<file path="src/rtl/ascon_msg_loader_if.sv">
// Loader-side bus: message handshake from the host plus the serial and control lines to the ASCON core.
interface ascon_msg_loader_if #(
  parameter int unsigned Y = 40
) ();
  logic [Y-1:0] msg_in;
  logic         msg_valid;
  logic         msg_ready;
  logic         readyxSI;
  logic [2:0]   messagexSO;
  logic [6:0]   r_64xSO;
  logic         r_faultxSO;
  logic         startxSO;
  logic         done;

  modport master (
    output msg_in, msg_valid, readyxSI,
    input  msg_ready, messagexSO, r_64xSO, r_faultxSO, startxSO, done
  );

  modport slave (
    input  msg_in, msg_valid, readyxSI,
    output msg_ready, messagexSO, r_64xSO, r_faultxSO, startxSO, done
  );
endinterface

</file>
<file path="src/rtl/ascon_msg_loader.sv">
// Serialises a parallel message into the ASCON core MSB-first with LFSR randomness,
// then pulses start and waits for the core to report completion.
module ascon_msg_loader #(
  parameter int unsigned Y            = 40,
  parameter int unsigned MAX          = 256,
  parameter int unsigned START_CYCLES = 2,
  parameter logic [31:0] SEED         = 32'hACE1_2024
) (
  input logic                clk,
  input logic                rst,
  ascon_msg_loader_if.slave  bus
);

  localparam int unsigned CW       = (MAX > 1) ? $clog2(MAX) : 1;
  localparam logic [31:0] SEED_EFF = (SEED == 32'h0) ? 32'h1 : SEED;

  typedef enum logic [1:0] {IDLE, LOAD, START, WAIT_CORE} state_e;

  state_e          state_q, state_d;
  logic [CW-1:0]   cnt_q, cnt_d;
  logic [Y-1:0]    sh_q, sh_d;
  logic [31:0]     lfsr_q, lfsr_d;
  logic            ready_q, ready_d;
  logic            bit_q, bit_d;
  logic [9:0]      rnd_q, rnd_d;
  logic            start_q, start_d;
  logic            done_q, done_d;

  // Fibonacci LFSR, taps 32,22,2,1
  function automatic logic [31:0] lfsr_step(input logic [31:0] l);
    return {l[30:0], l[31] ^ l[21] ^ l[1] ^ l[0]};
  endfunction

  // Next state; outputs are derived from next-state values so they register cycle-aligned
  always_comb begin
    state_d = state_q;
    cnt_d   = cnt_q;
    sh_d    = sh_q;
    lfsr_d  = lfsr_q;
    rnd_d   = rnd_q;
    done_d  = 1'b0;

    case (state_q)
      IDLE: begin
        if (bus.msg_valid) begin
          state_d = LOAD;
          cnt_d   = '0;
          sh_d    = bus.msg_in;
        end
      end
      LOAD: begin
        lfsr_d = lfsr_step(lfsr_q);
        sh_d   = sh_q << 1;
        if (cnt_q == CW'(MAX - 1)) begin
          state_d = START;
          cnt_d   = '0;
        end else begin
          cnt_d = cnt_q + CW'(1);
        end
      end
      START: begin
        if (cnt_q == CW'(START_CYCLES - 1)) begin
          state_d = WAIT_CORE;
          cnt_d   = '0;
        end else begin
          cnt_d = cnt_q + CW'(1);
        end
      end
      WAIT_CORE: begin
        if (bus.readyxSI) begin
          done_d  = 1'b1;
          state_d = IDLE;
        end
      end
      default: state_d = IDLE;
    endcase

    ready_d = (state_d == IDLE);
    start_d = (state_d == START);
    bit_d   = (state_d == LOAD) ? sh_d[Y-1] : 1'b0;
    if (state_d == LOAD) rnd_d = lfsr_d[9:0];
  end

  always_ff @(posedge clk) begin
    if (rst) begin
      state_q <= IDLE;
      cnt_q   <= '0;
      sh_q    <= '0;
      lfsr_q  <= SEED_EFF;
      ready_q <= 1'b1;
      bit_q   <= 1'b0;
      rnd_q   <= '0;
      start_q <= 1'b0;
      done_q  <= 1'b0;
    end else begin
      state_q <= state_d;
      cnt_q   <= cnt_d;
      sh_q    <= sh_d;
      lfsr_q  <= lfsr_d;
      ready_q <= ready_d;
      bit_q   <= bit_d;
      rnd_q   <= rnd_d;
      start_q <= start_d;
      done_q  <= done_d;
    end
  end

  assign bus.msg_ready  = ready_q;
  assign bus.messagexSO = {rnd_q[1:0], bit_q};
  assign bus.r_64xSO    = rnd_q[8:2];
  assign bus.r_faultxSO = rnd_q[9];
  assign bus.startxSO   = start_q;
  assign bus.done       = done_q;

endmodule

</file>
<file path="src/flat_wrapper.sv">
// flat-port wrapper written by rule: the top's interface ports become plain ports
module ascon_msg_loader_flat 
#(
  parameter int unsigned Y            = 40,
  parameter int unsigned MAX          = 256,
  parameter int unsigned START_CYCLES = 2,
  parameter logic [31:0] SEED         = 32'hACE1_2024
)
  (clk, rst, bus_msg_in, bus_msg_valid, bus_readyxSI, bus_msg_ready, bus_messagexSO, bus_r_64xSO, bus_r_faultxSO, bus_startxSO, bus_done);
  ascon_msg_loader_if #(.Y(Y)) bus_i ();
  input logic clk;
  input logic rst;
  input wire logic [$bits(bus_i.msg_in)-1:0] bus_msg_in;
  input wire logic [$bits(bus_i.msg_valid)-1:0] bus_msg_valid;
  input wire logic [$bits(bus_i.readyxSI)-1:0] bus_readyxSI;
  output wire logic [$bits(bus_i.msg_ready)-1:0] bus_msg_ready;
  output wire logic [$bits(bus_i.messagexSO)-1:0] bus_messagexSO;
  output wire logic [$bits(bus_i.r_64xSO)-1:0] bus_r_64xSO;
  output wire logic [$bits(bus_i.r_faultxSO)-1:0] bus_r_faultxSO;
  output wire logic [$bits(bus_i.startxSO)-1:0] bus_startxSO;
  output wire logic [$bits(bus_i.done)-1:0] bus_done;
  assign bus_i.msg_in = bus_msg_in;
  assign bus_i.msg_valid = bus_msg_valid;
  assign bus_i.readyxSI = bus_readyxSI;
  assign bus_msg_ready = bus_i.msg_ready;
  assign bus_messagexSO = bus_i.messagexSO;
  assign bus_r_64xSO = bus_i.r_64xSO;
  assign bus_r_faultxSO = bus_i.r_faultxSO;
  assign bus_startxSO = bus_i.startxSO;
  assign bus_done = bus_i.done;
  ascon_msg_loader #(.Y(Y), .MAX(MAX), .START_CYCLES(START_CYCLES), .SEED(SEED)) u_core (.clk(clk), .rst(rst), .bus(bus_i));
endmodule
</file>
<file path="config.mk">
export PLATFORM = sky130hd
export DESIGN_NAME = ascon_msg_loader_flat
export DESIGN_NICKNAME = d
export VERILOG_FILES = /design/src/rtl/ascon_msg_loader_if.sv /design/src/rtl/ascon_msg_loader.sv /design/src/flat_wrapper.sv
export SDC_FILE = /design/constraint.sdc
export NUM_CORES = 1
export LEC_CHECK = 0
export ABC_CLOCK_PERIOD_IN_PS = 2100
export BUFFER_PORTS_ARGS = -buffer_cell sky130_fd_sc_hd__buf_2
export CAP_MARGIN = 20
export CORE_UTILIZATION = 30
export DETAILED_ROUTE_END_ITERATION = 10
export PLACE_DENSITY = 0.6
export SKIP_CTS_REPAIR_TIMING = 1
export SYNTH_ARGS = -nofsm -noshare
export SYNTH_HDL_FRONTEND = slang
export SYNTH_SLANG_ARGS = --single-unit
</file>
<file path="constraint.sdc">
create_clock -name clk -period 2.1 [get_ports clk]
set_clock_uncertainty 0.1 [all_clocks]
set_input_delay 0 -clock clk [delete_from_list [all_inputs] [get_ports clk]]
set_output_delay 0 -clock clk [all_outputs]
set_load 0.05 [all_outputs]
</file>
==> impl_metrics.csv <==
group,metric,value,unit
pwr,power_density,910.9,nW/µm²
finish,drive_above_1_share,20.00,%
run,max_cap_violations,0,
global_routing,grt_pass1_vias,2978,
timing,rsz0062_at_grt,"false",
timing,period_minus_slack,2006,ps
route,finalWirelength,9.356,mm
worst_hold_path,hp-start,"rst",
floorplanning,initial_core_util,30.73,%
floorplanning,die_w,115.7,µm
timing,tightest_slew,583.7,ps
global_routing,antenna_found_initial,0,
placement,placed_cells,619,
floorplanning,coreArea,12620,µm²
floorplanning,rows,41,
worst_hold_path,whs_path_depth,2,
route,first_pass_iters,5,
cts,clkLatencyLatePin,340,ps
worst_hold_path,min_path_type,"in2reg",
cts,htree_levels,3,
cts,clk_pin_slew,70,ps
logic_synthesis,syn-cell-area,3877,µm²
timing,relSlewSlack,61.09,%
run_status,outcome,"completed",
timing,report.final.slew_viol_count,0,
route,wl_per_cell,13.80,µm
placement,gp_congestion,0.7708,
timing,tns,0,ps
logic_synthesis,synth_cells,408,
logic_synthesis,yosys_warnings,0,
worst_setup_path,cp_data_required_time,2230,ps
placement,io_buffers,57,
finish,design_area,5144,µm²
placement,place_hpwl,5.807,mm
pwr,p_leak,0.002078,µW
timing,max_freq,498.4,MHz
cts,cts_buffers,9,
logic_synthesis,syn-num-nets,458,
finish,fillers,1239,
timing,setup_viol,0,
logic_synthesis,ys_ff_latch,96,
worst_setup_path,worstReg2RegStart,"u_core.state_q[0]$_SDFF_PP0_",
floorplanning,ios,58,
worst_setup_path,reg2reg_to,"u_core.rnd_q[0]$_SDFFE_PP0N_",
global_routing,grt_pass1_wl,14.16,mm
pwr,power,4685,µW
finish,nets,550,
cts,cts_tree,"done",
logic_synthesis,yosysSeqAreaShare,49.56,%
route,num_vias,3355,
worst_setup_path,worstPathMaxFanout,6,
placement,postPlaceCellArea,4353,µm²
worst_setup_path,reg2reg_depth,7,
logic_synthesis,async_reset_ff_share,0,%
timing,finalCritPeriodShare,95.54,%
worst_setup_path,cp.arrival,2130,ps
global_routing,track_usage,13.43,%
timing,hold_violations,0,
worst_setup_path,reg2reg_slack,90,ps
logic_synthesis,avgSynthCellArea,9.504,µm²
worst_hold_path,min_to,"u_core.lfsr_q[30]$_SDFFE_PP0P_",
route,drt_iter0_drc,450,
finish,multi_input_area,1810,µm²
global_routing,grt_max_degree,36,
route,ant_nets,0,
route,drc_errors,0,
logic_synthesis,synth_ff_type,"dfxtp_1",
cts,cts-root-buf,"clkbuf_16",
finish,seqCellArea,1923,µm²
logic_synthesis,synth_top_area_share,49.56,%
logic_synthesis,synth_area_leader_cell,"dfxtp_1",
finish,area_growth,32.66,%
pwr,peakVddDrop,572.2,µV
floorplanning,die_area,13380,µm²
route,via_per_inst,4.948,
floorplanning,die_h,115.7,µm
finish,post-route-util,40.76,%
worst_setup_path,crit_type,"reg2reg",
logic_synthesis,synthTopCellsByArea,"dfxtp_1 (50%), nor2_1 (7.4%), a222oi_1 (6.2%)",
worst_setup_path,endpoint_kind,"register",
finish,fin_cells,678,
worst_setup_path,startpoint_type,"register",
logic_synthesis,synth_edf_count,0,
cts,clock_sinks,96,
cts,clockBufferDepth,2,
logic_synthesis,synthDistinctLibCells,39,
global_routing,overflow,0,
[layout make-up]
class	instances	area share [%]
inverter	4	0.2919
clock inverter	5	1.995
timing repair buffer	115	15.98
clock buffer	11	4.914
tap	172	4.184
multi-input combinational	274	35.20
sequential	96	37.39
antenna	1	0.04865
[report_power, final]
part           switching [µW]  internal (µW)
combinational             410            333
sequential               78.8           1960
clock                     674           1230
[cell usage in the layout (no fill, tap or decap), types with 3 or more instances in the layout]
cell type,synthesis,routed
bufinv_16,0,3
and2_1,4,3
a211o_1,9,9
dlygate4sd3_1,0,40
xor2_1,4,4
buf_4,3,16
nand2b_1,10,10
xnor2_1,3,3
mux2i_1,23,23
dfxtp_1,96,95
nand3_1,12,12
clkbuf_16,0,9
a222oi_1,24,24
a21oi_1,19,19
o21ai_0,24,23
a22oi_1,3,3
nor2b_1,15,14
a211oi_1,16,16
nor2_1,76,76
nand2_1,4,4
buf_2,9,57
ha_1,6,4
inv_1,4,4
[cells by family after synthesis]
kind of cell    after synthesis  share of synthesized area (%)
flops                        96                          49.56
simple gates                128                          15.36
compound gates              106                          19.88
buf+inv                      38                          4.259
xor+xnor                      8                          2.194
fa+ha+maj                     6                          1.936
mux                          26                          6.809
[sequential cells by signal, summed over array words and instances, names as in the netlist]
| name | flops |
|---|---|
| u_core.bus.done | 1 |
| u_core.bit_q | 1 |
| u_core.rnd_q | 10 |
| u_core.state_q | 2 |
| u_core.bus.startxSO | 1 |
| u_core.cnt_q | 8 |
| u_core.bus.msg_ready | 1 |
| u_core.sh_q | 40 |
| u_core.lfsr_q | 32 |
[metal layers]
metal / GRT usage, % / wire length, µm
met1: 17.71 / 4273
met2: 21.24 / 4436
met3: 3.556 / 491
met4: 4.701 / 156
met5: 0 / 0
[how the worst max path moves through the flow]
stage                                             from                      endpoint  cells after the start
final                     u_core.state_q[0]$_SDFF_PP0_  u_core.rnd_q[0]$_SDFFE_PP0N_                      7
after global routing      u_core.state_q[0]$_SDFF_PP0_  u_core.rnd_q[1]$_SDFFE_PP0N_                      8
after CTS                 u_core.state_q[0]$_SDFF_PP0_  u_core.rnd_q[0]$_SDFFE_PP0N_                      7
after detailed placement  u_core.state_q[0]$_SDFF_PP0_  u_core.rnd_q[0]$_SDFFE_PP0N_                      7
after global placement    u_core.state_q[0]$_SDFF_PP0_  u_core.rnd_q[0]$_SDFFE_PP0N_                      7
after floorplan           u_core.state_q[1]$_SDFF_PP0_  u_core.rnd_q[0]$_SDFFE_PP0N_                      8
[metrics by stage]
step	hold slack [ps]	worst slack, ps
after CTS	-216.8	41.29
after global routing	81.87	5.814
after global placement	132.6	119.2
after floorplan	20.77	14.04
after detailed placement	141.4	64.82
final	44.68	93.70
[critical path: stages (launching register included)]
cell	delay [ps]
dfxtp_2	350
inv_1	90
ha_4	190
nor2b_1	140
o21bai_1	160
a221oi_2	350
and2_4	200
mux2_1	310
[synth_stat cells (6+ instances only)]
cell type / n
o21ai_0: 24
ha_1: 6
mux2i_1: 23
nor2_1: 76
clkbuf_1: 20
a211o_1: 9
nand2b_1: 10
nand3_1: 12
a21oi_1: 19
buf_2: 9
a211oi_1: 16
nor2b_1: 15
a222oi_1: 24
dfxtp_1: 96
(Power assumes the default switching activity.)
